`src/rtl/transmission_map_estimator_p_if.sv`:
```
// Bundle of handshake, configuration and result signals of the
// transmission-map estimator.
//   master : upstream/window side (drives window, cfg, out_ready)
//   slave  : the estimator itself
// Signals:
//   win_i/in_valid/in_ready        3x3 window transfer
//   cfg_load/a_i/w_i/edge_th_i/mode_i  runtime configuration strobe + data
//   out_valid/out_ready            result transfer
//   tx_inv/dark_out/edge_out       result payload
interface transmission_map_estimator_p_if #(
  parameter int DATA_W = 8,
  parameter int CH     = 3,
  parameter int FRAC   = 8,
  parameter int TX_W   = 12
) ();
  logic [9*CH*DATA_W-1:0] win_i;
  logic                   in_valid;
  logic                   in_ready;
  logic                   cfg_load;
  logic [CH*DATA_W-1:0]   a_i;
  logic [4:0]             w_i;
  logic [DATA_W+2:0]      edge_th_i;
  logic                   mode_i;
  logic                   out_valid;
  logic                   out_ready;
  logic [TX_W-1:0]        tx_inv;
  logic [DATA_W-1:0]      dark_out;
  logic                   edge_out;

  modport master (
    output win_i, in_valid, cfg_load, a_i, w_i, edge_th_i, mode_i, out_ready,
    input  in_ready, out_valid, tx_inv, dark_out, edge_out
  );

  modport slave (
    input  win_i, in_valid, cfg_load, a_i, w_i, edge_th_i, mode_i, out_ready,
    output in_ready, out_valid, tx_inv, dark_out, edge_out
  );
endinterface

```
`src/rtl/transmission_map_estimator_p.sv`:
```
// Transmission-map estimator: takes one 3x3 multi-channel window per
// transaction, classifies it as edge/flat with a per-channel Sobel magnitude,
// picks the edge-aware dark value and computes 1/t = (D<<FRAC)/num with a
// restoring divider (one quotient bit per cycle).
// Ports:
//   clk    rising-edge clock
//   rst_n  asynchronous active-low reset
//   bus    slave side of transmission_map_estimator_p_if (window in,
//          configuration, result out; valid/ready on both sides)
module transmission_map_estimator_p #(
  parameter int DATA_W = 8,
  parameter int CH     = 3,
  parameter int FRAC   = 8,
  parameter int TX_W   = 12
) (
  input logic clk,
  input logic rst_n,
  transmission_map_estimator_p_if.slave bus
);
  localparam int ITER  = FRAC + 5;
  localparam int DW5   = DATA_W + 5;
  localparam int NW    = DW5 + FRAC;
  localparam int MAG_W = DATA_W + 3;
  localparam int WIN_W = 9 * CH * DATA_W;
  localparam int CNT_W = $clog2(ITER);
  localparam int QW    = (ITER > TX_W) ? ITER : TX_W;

  typedef enum logic [1:0] {IDLE, CALC, DIV, DONE} state_t;

  state_t state_q, state_d;

  // Configuration registers (live values, snapshotted at acceptance).
  logic [CH*DATA_W-1:0] a_cfg;
  logic [4:0]           w_cfg;
  logic [MAG_W-1:0]     th_cfg;
  logic                 mode_cfg;

  // Per-transaction snapshot and datapath state.
  logic [WIN_W-1:0]     win_q;
  logic [DATA_W-1:0]    a_min_q;
  logic [4:0]           w_q;
  logic [MAG_W-1:0]     th_q;
  logic                 is_edge_q, azero_q;
  logic [DATA_W-1:0]    dark_q;
  logic [DW5-1:0]       num_q, rem_q;
  logic [ITER-1:0]      quo_q;
  logic [CNT_W-1:0]     cnt_q;

  logic [DATA_W-1:0]    a_min, centre_min, all_min, dark_c;
  logic                 is_edge_c;
  logic [DW5-1:0]       d_c, wd_c, floor_c, num_c;
  logic [NW-1:0]        dvd_c;
  logic [DW5:0]         trial;
  logic                 ge;
  logic [DW5-1:0]       rem_nxt;
  logic [ITER-1:0]      quo_nxt;
  logic [QW-1:0]        q_ext;
  logic [TX_W-1:0]      tx_c;
  logic                 div_last;

  function automatic logic [DATA_W-1:0] px(input logic [WIN_W-1:0] w,
                                           input int k, input int c);
    return w[(k*CH+c)*DATA_W +: DATA_W];
  endfunction

  // 1-2-1 weighted sum of three samples.
  function automatic logic [DATA_W+1:0] wsum(input logic [DATA_W-1:0] a, b, c);
    return {2'b00, a} + {1'b0, b, 1'b0} + {2'b00, c};
  endfunction

  function automatic logic [DATA_W+1:0] absdiff(input logic [DATA_W+1:0] a, b);
    return (a >= b) ? a - b : b - a;
  endfunction

  // |gx| + |gy| for one channel; each term is at most 4*max, so the sum
  // fits in DATA_W+3 bits.
  function automatic logic [MAG_W-1:0] sobel_mag(input logic [WIN_W-1:0] w,
                                                 input int c);
    logic [DATA_W+1:0] gx_p, gx_n, gy_p, gy_n;
    gx_p = wsum(px(w, 2, c), px(w, 5, c), px(w, 8, c));
    gx_n = wsum(px(w, 0, c), px(w, 3, c), px(w, 6, c));
    gy_p = wsum(px(w, 6, c), px(w, 7, c), px(w, 8, c));
    gy_n = wsum(px(w, 0, c), px(w, 1, c), px(w, 2, c));
    return {1'b0, absdiff(gx_p, gx_n)} + {1'b0, absdiff(gy_p, gy_n)};
  endfunction

  // Configuration capture; cfg_load is honoured in every state.
  always_ff @(posedge clk or negedge rst_n) begin
    // NOTE: sequential state uses non-blocking assignments so every register
    // samples the pre-edge values of its sources.
    if (!rst_n) begin
      a_cfg    <= '1;
      w_cfg    <= '0;
      th_cfg   <= '1;
      mode_cfg <= 1'b0;
    end else if (bus.cfg_load) begin
      a_cfg    <= bus.a_i;
      w_cfg    <= bus.w_i;
      th_cfg   <= bus.edge_th_i;
      mode_cfg <= bus.mode_i;
    end
  end

  // A_min from the live configuration; gray mode uses channel 0 only.
  always_comb begin
    // NOTE: every always_comb output gets a default first so no path
    // leaves it unassigned (which would infer a latch).
    a_min = a_cfg[0 +: DATA_W];
    if (!mode_cfg) begin
      for (int c = 1; c < CH; c++) begin
        if (a_cfg[c*DATA_W +: DATA_W] < a_min) a_min = a_cfg[c*DATA_W +: DATA_W];
      end
    end
  end

  // Edge classification and dark value from the registered window.
  always_comb begin
    is_edge_c  = 1'b0;
    centre_min = '1;
    all_min    = '1;
    for (int c = 0; c < CH; c++) begin
      if (sobel_mag(win_q, c) > th_q) is_edge_c = 1'b1;
      if (px(win_q, 4, c) < centre_min) centre_min = px(win_q, 4, c);
      for (int k = 0; k < 9; k++) begin
        if (px(win_q, k, c) < all_min) all_min = px(win_q, k, c);
      end
    end
    dark_c = is_edge_c ? centre_min : all_min;
  end

  // Denominator with the t >= 1/16 floor.
  always_comb begin
    d_c     = {a_min_q, 5'b00000};
    wd_c    = DW5'(w_q) * DW5'(dark_c);
    floor_c = d_c >> 4;
    num_c   = d_c - wd_c;
    if ((wd_c >= d_c) || (num_c < floor_c)) num_c = floor_c;
    dvd_c   = NW'(d_c) << FRAC;
  end

  // One restoring-division step. The top NW-ITER dividend bits seed the
  // remainder; since q < 2^ITER they are always below num.
  always_comb begin
    trial    = {rem_q, quo_q[ITER-1]};
    ge       = trial >= {1'b0, num_q};
    rem_nxt  = ge ? DW5'(trial - {1'b0, num_q}) : trial[DW5-1:0];
    quo_nxt  = {quo_q[ITER-2:0], ge};
    q_ext    = QW'(quo_nxt);
    div_last = (cnt_q == CNT_W'(ITER - 1));
    if (azero_q)                          tx_c = TX_W'(1) << FRAC;
    else if (q_ext > QW'({TX_W{1'b1}}))   tx_c = '1;
    else                                  tx_c = q_ext[TX_W-1:0];
  end

  always_ff @(posedge clk or negedge rst_n) begin
    if (!rst_n) state_q <= IDLE;
    else        state_q <= state_d;
  end

  always_comb begin
    state_d = state_q;
    unique case (state_q)
      IDLE: if (bus.in_valid)  state_d = CALC;
      CALC:                    state_d = DIV;
      DIV:  if (div_last)      state_d = DONE;
      DONE: if (bus.out_ready) state_d = IDLE;
      default:                 state_d = IDLE;
    endcase
  end

  assign bus.in_ready  = (state_q == IDLE);
  assign bus.out_valid = (state_q == DONE);

  always_ff @(posedge clk or negedge rst_n) begin
    // NOTE: the window and snapshot registers are reset as well, so an
    // aborted transaction leaves no stale operand behind.
    if (!rst_n) begin
      win_q        <= '0;
      a_min_q      <= '0;
      w_q          <= '0;
      th_q         <= '0;
      is_edge_q    <= 1'b0;
      azero_q      <= 1'b0;
      dark_q       <= '0;
      num_q        <= '0;
      rem_q        <= '0;
      quo_q        <= '0;
      cnt_q        <= '0;
      bus.tx_inv   <= '0;
      bus.dark_out <= '0;
      bus.edge_out <= 1'b0;
    end else begin
      unique case (state_q)
        IDLE: if (bus.in_valid) begin
          win_q   <= bus.win_i;
          a_min_q <= a_min;
          w_q     <= w_cfg;
          th_q    <= th_cfg;
        end
        CALC: begin
          is_edge_q <= is_edge_c;
          dark_q    <= dark_c;
          num_q     <= num_c;
          azero_q   <= (a_min_q == '0);
          rem_q     <= dvd_c[NW-1:ITER];
          quo_q     <= dvd_c[ITER-1:0];
          cnt_q     <= '0;
        end
        DIV: begin
          rem_q <= rem_nxt;
          quo_q <= quo_nxt;
          cnt_q <= cnt_q + CNT_W'(1);
          // Result registers load with the final quotient bit included.
          if (div_last) begin
            bus.tx_inv   <= tx_c;
            bus.dark_out <= dark_q;
            bus.edge_out <= is_edge_q;
          end
        end
        default: ;
      endcase
    end
  end
endmodule
```
`src/flat_wrapper.sv`:
```
// flat-port wrapper written by rule: the top's interface ports become plain ports
module transmission_map_estimator_p_flat 
#(
  parameter int DATA_W = 8,
  parameter int CH     = 3,
  parameter int FRAC   = 8,
  parameter int TX_W   = 12
)
  (clk, rst_n, bus_win_i, bus_in_valid, bus_cfg_load, bus_a_i, bus_w_i, bus_edge_th_i, bus_mode_i, bus_out_ready, bus_in_ready, bus_out_valid, bus_tx_inv, bus_dark_out, bus_edge_out);
  transmission_map_estimator_p_if #(.DATA_W(DATA_W), .CH(CH), .FRAC(FRAC), .TX_W(TX_W)) bus_i ();
  input logic clk;
  input logic rst_n;
  input wire logic [$bits(bus_i.win_i)-1:0] bus_win_i;
  input wire logic [$bits(bus_i.in_valid)-1:0] bus_in_valid;
  input wire logic [$bits(bus_i.cfg_load)-1:0] bus_cfg_load;
  input wire logic [$bits(bus_i.a_i)-1:0] bus_a_i;
  input wire logic [$bits(bus_i.w_i)-1:0] bus_w_i;
  input wire logic [$bits(bus_i.edge_th_i)-1:0] bus_edge_th_i;
  input wire logic [$bits(bus_i.mode_i)-1:0] bus_mode_i;
  input wire logic [$bits(bus_i.out_ready)-1:0] bus_out_ready;
  output wire logic [$bits(bus_i.in_ready)-1:0] bus_in_ready;
  output wire logic [$bits(bus_i.out_valid)-1:0] bus_out_valid;
  output wire logic [$bits(bus_i.tx_inv)-1:0] bus_tx_inv;
  output wire logic [$bits(bus_i.dark_out)-1:0] bus_dark_out;
  output wire logic [$bits(bus_i.edge_out)-1:0] bus_edge_out;
  assign bus_i.win_i = bus_win_i;
  assign bus_i.in_valid = bus_in_valid;
  assign bus_i.cfg_load = bus_cfg_load;
  assign bus_i.a_i = bus_a_i;
  assign bus_i.w_i = bus_w_i;
  assign bus_i.edge_th_i = bus_edge_th_i;
  assign bus_i.mode_i = bus_mode_i;
  assign bus_i.out_ready = bus_out_ready;
  assign bus_in_ready = bus_i.in_ready;
  assign bus_out_valid = bus_i.out_valid;
  assign bus_tx_inv = bus_i.tx_inv;
  assign bus_dark_out = bus_i.dark_out;
  assign bus_edge_out = bus_i.edge_out;
  transmission_map_estimator_p #(.DATA_W(DATA_W), .CH(CH), .FRAC(FRAC), .TX_W(TX_W)) u_core (.clk(clk), .rst_n(rst_n), .bus(bus_i));
endmodule
```
`config.mk`:
```
export PLATFORM = sky130hd
export DESIGN_NAME = transmission_map_estimator_p_flat
export DESIGN_NICKNAME = d
export VERILOG_FILES = /design/src/rtl/transmission_map_estimator_p_if.sv /design/src/rtl/transmission_map_estimator_p.sv /design/src/flat_wrapper.sv
export SDC_FILE = /design/constraint.sdc
export NUM_CORES = 2
export LEC_CHECK = 0
export BUFFER_PORTS_ARGS = -buffer_cell sky130_fd_sc_hd__buf_2
export CAP_MARGIN = 5
export CORE_ASPECT_RATIO = 0.5
export CORE_MARGIN = 3
export CORE_UTILIZATION = 55
export CTS_CLUSTER_SIZE = 25
export DETAILED_ROUTE_END_ITERATION = 8
export MAX_ROUTING_LAYER = met4
export PLACE_DENSITY = 0.73
export SLEW_MARGIN = 20
export SYNTH_ARGS = -nofsm -noshare
export SYNTH_HDL_FRONTEND = slang
export SYNTH_SLANG_ARGS = --single-unit
export TNS_END_PERCENT = 20
```
`constraint.sdc`:
```
create_clock -name clk -period 59 [get_ports clk]
set_input_delay 5.9 -clock clk [delete_from_list [all_inputs] [get_ports clk]]
set_output_delay 5.9 -clock clk [all_outputs]
set_load 0.01 [all_outputs]
```
==> After elaboration in Yosys (flattened, before gate mapping) <==
Cells that the tools add are included.
{ "op_classes": {"n_eq_ne": 7, "n_reduce_logical": 7, "n_mul": 1, "magnitude_cmp": 45, "n_addsub": 42, "mux": 55} }
{ "op_table": {"columns": ["op", "n"], "rows": [
  ["two-way mux 8 bit", 35],
  ["< comparator 8 bit", 30],
  ["adder 10 x 8 -> 10 bit", 12],
  ["adder 8 x 9 -> 10 bit", 12],
  ["subtractor 10 bit", 12],
  [">= comparator 10 bit", 6],
  ["two-way mux 10 bit", 6],
  ["one-hot mux 13 bit (2 select lines)", 2],
  ["adder 10 x 10 -> 11 bit", 3],
  ["greater-than comparator 11 bit", 3],
  ["two-way mux 13 bit", 2],
  ["subtractor 13 bit", 2],
  ["two-way mux 12 bit", 2],
  ["< comparator 8 bit, second input constant", 2],
  [">= comparator 14 x 13 -> 1 bit", 1],
  [">= comparator 13 bit", 1],
  ["greater-than comparator 13 x 12 -> 1 bit, second input constant", 1],
  ["< comparator 13 x 9 -> 1 bit", 1],
  ["multiplier 5 x 8 -> 13 bit", 1],
  ["zero test 8 bit", 1],
  ["one-hot mux 2 bit (4 select lines)", 1],
  ["one-hot mux 4 bit (2 select lines)", 1],
  ["two-way mux 2 bit", 3],
  ["adder 4 x 1 -> 4 bit, second input constant", 1],
  ["11 further kinds", 16]
]} }
{ "word_totals": {"in_bits": 262, "output_inout_bits": 23, "regBits": 357, "word_cells": 176} }

==> Depth between registers and ports, before layout <==
{ "logic_depth": {"ltp_word": 60, "mapped_depth": 314, "depth_no_buf": 291} }

==> Least setup slack after synthesis <==
OpenSTA, ideal clock, no wires.
{ "synth_timing": {"path_type": "flip-flop to flip-flop", "startpoint": "register u_core.win_q[5]", "endpoint": "register u_core.num_q[5]", "arrival_time_ns": 52.753, "t_required_ns": 58.858, "setup_ns": 0.142, "slack_ns": 6.105, "period_less_slack_ns": 52.895, "path_stages_with_launch": 297, "path_cell_list": "dfrtp_1 > inv_1 > ha_1 > a211oi_1 > nor2_1 > or3_1 > clkbuf_1 > nand2_1 > clkbuf_1 > nor2_1 > a21oi_1 > ha_1 > a21o_1 > a21o_1 > a21o_1 > a21o_1 > or3_1 > buf_2 > (+261 left out) > ha_1 > inv_1 > o21ai_0 > a21oi_1 > o21ai_0 > a21oi_1 > o21bai_1 > xnor2_1 > ha_1 > and3_1 > a221oi_1 > nand2_1 > nor3_1 > nand4b_1 > o211ai_2 > buf_4 > a211oi_1 > a221oi_1"} }
{ "synth_via": {"elab_chain_cells": 60} }
{ "synth_rtl": {"columns": ["element", "line", "rtl"], "rows": [
  ["start: declaration", "transmission_map_estimator_p.sv:39", "logic [WIN_W-1:0] win_q;"],
  ["start signal: assignment", "transmission_map_estimator_p.sv:195", "win_q <= bus.win_i;"],
  ["< comparator 8 bit", "transmission_map_estimator_p.sv:125", "if (px(win_q, k, c) < all_min) all_min = px(win_q, k, c);"],
  ["two-way mux 8 bit", "transmission_map_estimator_p.sv:125", null],
  ["< comparator 8 bit", "transmission_map_estimator_p.sv:125", null],
  ["two-way mux 8 bit", "transmission_map_estimator_p.sv:125", null],
  ["< comparator 8 bit", "transmission_map_estimator_p.sv:125", null],
  ["two-way mux 8 bit", "transmission_map_estimator_p.sv:125", null],
  ["< comparator 8 bit", "transmission_map_estimator_p.sv:125", null],
  ["two-way mux 8 bit", "transmission_map_estimator_p.sv:125", null],
  ["(+44 left out)", null, null],
  ["< comparator 8 bit", "transmission_map_estimator_p.sv:125", null],
  ["two-way mux 8 bit", "transmission_map_estimator_p.sv:125", null],
  ["two-way mux 8 bit (*)", "transmission_map_estimator_p.sv:128", "dark_c = is_edge_c ? centre_min : all_min;"],
  ["multiplier 5 x 8 -> 13 bit (*)", "transmission_map_estimator_p.sv:134", "wd_c = DW5'(w_q) * DW5'(dark_c);"],
  ["subtractor 13 bit", "transmission_map_estimator_p.sv:136", "num_c = d_c - wd_c;"],
  ["< comparator 13 x 9 -> 1 bit", "transmission_map_estimator_p.sv:137", "if ((wd_c >= d_c) || (num_c < floor_c)) num_c = floor_c;"],
  ["logical OR 1 bit", "transmission_map_estimator_p.sv:137", null],
  ["two-way mux 13 bit (*)", "transmission_map_estimator_p.sv:137", null],
  ["end signal: assignment", "transmission_map_estimator_p.sv:203", "num_q <= num_c;"],
  ["end: declaration", "transmission_map_estimator_p.sv:45", "logic [DW5-1:0] num_q, rem_q;"]
]} }
Every way passes the cells marked *; elsewhere a longest branch is shown, timed or not.
A chain may end at the register's enable or synchronous reset.

==> Final worst setup path <==
{ "layout_timing": {"startpoint": "register u_core.win_q[5]", "endpoint": "register u_core.num_q[9]"} }
Same word-level chain as after synthesis.

==> impl_metrics.py <==
metrics = {
    "run_status": {
        "status": "finished clean",
    },
    "global_route": {
        "first_global_vias": 31153,
        "grt_antenna_before_repair": 2,
        "grt_max_degree": 85,
        "grt_pass1_wl_mm": 169.6,
        "grt_overflow_total": 0,
        "grt_usage_pct": 30.45,
    },
    "setup_path": {
        "cp_common_cell": "a21oi_1",
        "crit_path_start_kind": "flip-flop",
        "path_max_fanout": 15,
        "critPathKind": "reg -> reg",
        "crit_arrival_ns": 55.30,
        "slowest_stage": "o31ai_2",
        "worstSetupEndpointType": "flip-flop",
        "cp.required_ns": 59.50,
        "slowest_delay_ns": 0.57,
        "ff2ff_setup_slack_ns": 4.20,
        "crit_start": "u_core.win_q[5]",
        "r2r-start": "u_core.win_q[5]",
    },
    "logic_synthesis": {
        "ys_types": 112,
        "synth_top_area_share_pct": 21.29,
        "synth.most_common_cell": "ha_1",
        "syn_area_per_cell_sq_um": 9.121,
        "ys_top_cells_by_area": "dfrtp_1, ha_1, mux2_2, fa_1, a21oi_1",
        "synth-edff-count": 0,
        "synthTopCellsByCount": "ha_1, inv_1, a21oi_1",
        "synth_area_leader_cell": "dfrtp_1",
        "yosys_warnings": 0,
        "synthArstFlopShare_pct": 100.0,
        "synth_seq_cells": 357,
        "seq_area_frac_synth_pct": 23.72,
        "syn_inst": 4149,
        "mappedNetlistArea_sq_um": 37850,
        "synthesis.nets": 5043,
        "synth_ff_type": "dfrtp_1",
    },
    "route": {
        "drt_iter0_markers": 2582,
        "antenna_left": 0,
        "viasPerCell": 5.968,
        "wire_per_inst_um": 20.20,
        "first_pass_iters": 6,
        "wl_mm": 107.9,
        "drt_drc_violations_left": 0,
        "dr_total_vias": 31888,
    },
    "cts": {
        "htreeDepth": 2,
        "clk_latency_ns": 0.57,
        "cts_root_buf": "clkbuf_16",
        "cts_tree": "done",
        "clk_path_buf_depth": 3,
        "clock_sinks": 357,
        "cts_inserted_buffers": 36,
        "cts.reportedPaths.clkPinSlew_ns": 0.07,
    },
    "place": {
        "dp_hpwl_mm": 86.28,
        "dpl.cell_count": 5235,
        "gp_congestion": 0.9931,
        "port_buffers": 284,
        "place_area_sq_um": 40090,
    },
    "sta": {
        "skew_ns": 0.01613,
        "setup_tns_ns": 0,
        "fmax_ghz": 0.01825,
        "relSlewSlack_pct": 34.48,
        "slew_violations": 0,
        "fin_crit_ns": 54.80,
        "setup_viol": 0,
        "hold_slack_ns": 0.4731,
        "tightest_slew_ns": 0.9828,
        "finalCritPeriodShare_pct": 92.88,
        "finalHoldViolCount": 0,
    },
    "floorplan": {
        "dieHeight_um": 191.5,
        "placementRows": 67,
        "core_area_sq_um": 67480,
        "die_area_sq_um": 72180,
        "io_pins": 285,
        "start_util_pct": 56.08,
        "die_x_um": 377.0,
    },
    "run": {
        "maxCapViolations": 0,
    },
    "cells_and_area": {
        "multi_input_area_sq_um": 27050,
        "layout.nets": 5309,
        "stdcell_count": 5343,
        "nFillCells": 5820,
        "fin_area_sq_um": 41950,
        "drive_above_1_share_pct": 19.45,
        "area_growth_pct": 10.85,
        "register_area_sq_um": 8981,
    },
    "min_path": {
        "hold_class": "reg -> reg",
        "hold_path_startpoint": "u_core.bus.tx_inv[2]",
    },
}
## final cells by class
class	count	share of cell area, %
well taps	897	2.675
clock buffers	50	2.446
repair buffers	336	4.343
diodes	3	0.01790
inverters	462	4.134
flip-flops and latches	357	21.41
clock inverters	16	0.4981
multi-input cells	3222	64.48
## critical path, delay by kind of cell, from the launching register on
| family | cells | cell delay (ns) |
|---|---|---|
| flops | 1 | 0.43 |
| xor+xnor | 1 | 0.14 |
| mux | 9 | 2.74 |
| fa+ha+maj | 31 | 9.67 |
| compound gates | 135 | 27.35 |
| simple gates | 77 | 11.30 |
| buf+inv | 29 | 2.99 |
## kinds of logic (layout without fill, tap and decap cells)
logic type	after synthesis	count (layout)	synth area share (%)
AND/OR/NAND/NOR	885	886	11.57
AO/OA/AOI/OAI	1088	1092	18.79
other	0	3	0
multiplexers	412	412	11.99
adder cells (fa/ha/maj)	645	645	23.82
flip-flops	357	357	23.72
buffers and inverters	575	864	5.776
XOR/XNOR	187	187	4.328
## timing repair
action / in CTS / in global routing
setup buffers: 0 / 34
endpoints found under the setup margin: 13 / 21
pin swaps: 1 / 7
cloned: 0 / 5
resized for setup: 5 / 62
hold buffers: 0 / 0
## worst paths after layout
path	to	depth (start not counted)
max reg2reg	u_core.num_q[9]	282
max in group asynchronous	u_core.win_q[21]	3
min	u_core.bus.tx_inv[2]	2
min reg2reg	u_core.bus.tx_inv[2]	2
min in group asynchronous	u_core.quo_q[5]	1
max	u_core.num_q[9]	282
## through the flow
step	worst slack, ns	util (%)
finish	4.200	62.16
detailed placement	-0.5880	59.41
floorplan	6.105	-
global placement	1.121	59.41
CTS	0.2041	61.28
global route	-0.1540	62.16
## placed cells by master, fill, tap and decap left out, types with 9 or more instances in the layout
master | Yosys | final
a211o_1 | 16 | 16
a211oi_1 | 24 | 23
a21o_1 | 111 | 110
a21oi_1 | 350 | 343
a21oi_2 | 3 | 9
a221oi_1 | 10 | 9
a31oi_1 | 33 | 27
and2_1 | 42 | 41
and3_1 | 22 | 22
and4_1 | 14 | 14
buf_2 | 10 | 283
buf_4 | 4 | 52
clkbuf_1 | 88 | 9
clkbuf_16 | 0 | 38
dfrtp_1 | 322 | 319
dfstp_2 | 35 | 35
fa_1 | 130 | 130
ha_1 | 502 | 502
inv_1 | 461 | 461
maj3_1 | 12 | 12
mux2_2 | 324 | 324
mux2i_1 | 86 | 86
nand2_1 | 242 | 236
nand2b_1 | 75 | 75
nand3_1 | 73 | 72
nand4_1 | 25 | 25
nor2_1 | 208 | 205
nor2b_1 | 82 | 82
nor3_1 | 41 | 40
nor4_1 | 15 | 14
o211ai_1 | 28 | 28
o21a_1 | 11 | 10
o21ai_0 | 204 | 200
o21ai_1 | 16 | 19
o21bai_1 | 92 | 91
o22ai_1 | 16 | 15
o31ai_1 | 29 | 28
or3_1 | 10 | 9
xnor2_1 | 141 | 141
xor2_1 | 46 | 46
## per-layer routing
layer	vias up	GRT usage, %	share of wire (%)	wire length, um
met3	181	3.298	6.2	6689
met5	-	-	0	0
li1	15242	-	-	-
met4	0	7.365	2.3	2455
met2	980	48.22	46	49180
met1	15485	42.00	46	49610
## state kept, by name, indices dropped and copies added, names as in the netlist, 11 cells and up
name / cells
u_core.a_cfg: 24
u_core.num_q: 13
u_core.th_q: 11
u_core.th_cfg: 11
u_core.quo_q: 13
u_core.bus.tx_inv: 12
u_core.rem_q: 13
u_core.win_q: 216
Power is not shown: default switching activity piles up to over one toggle a cycle in this logic, so the estimate is an artifact.
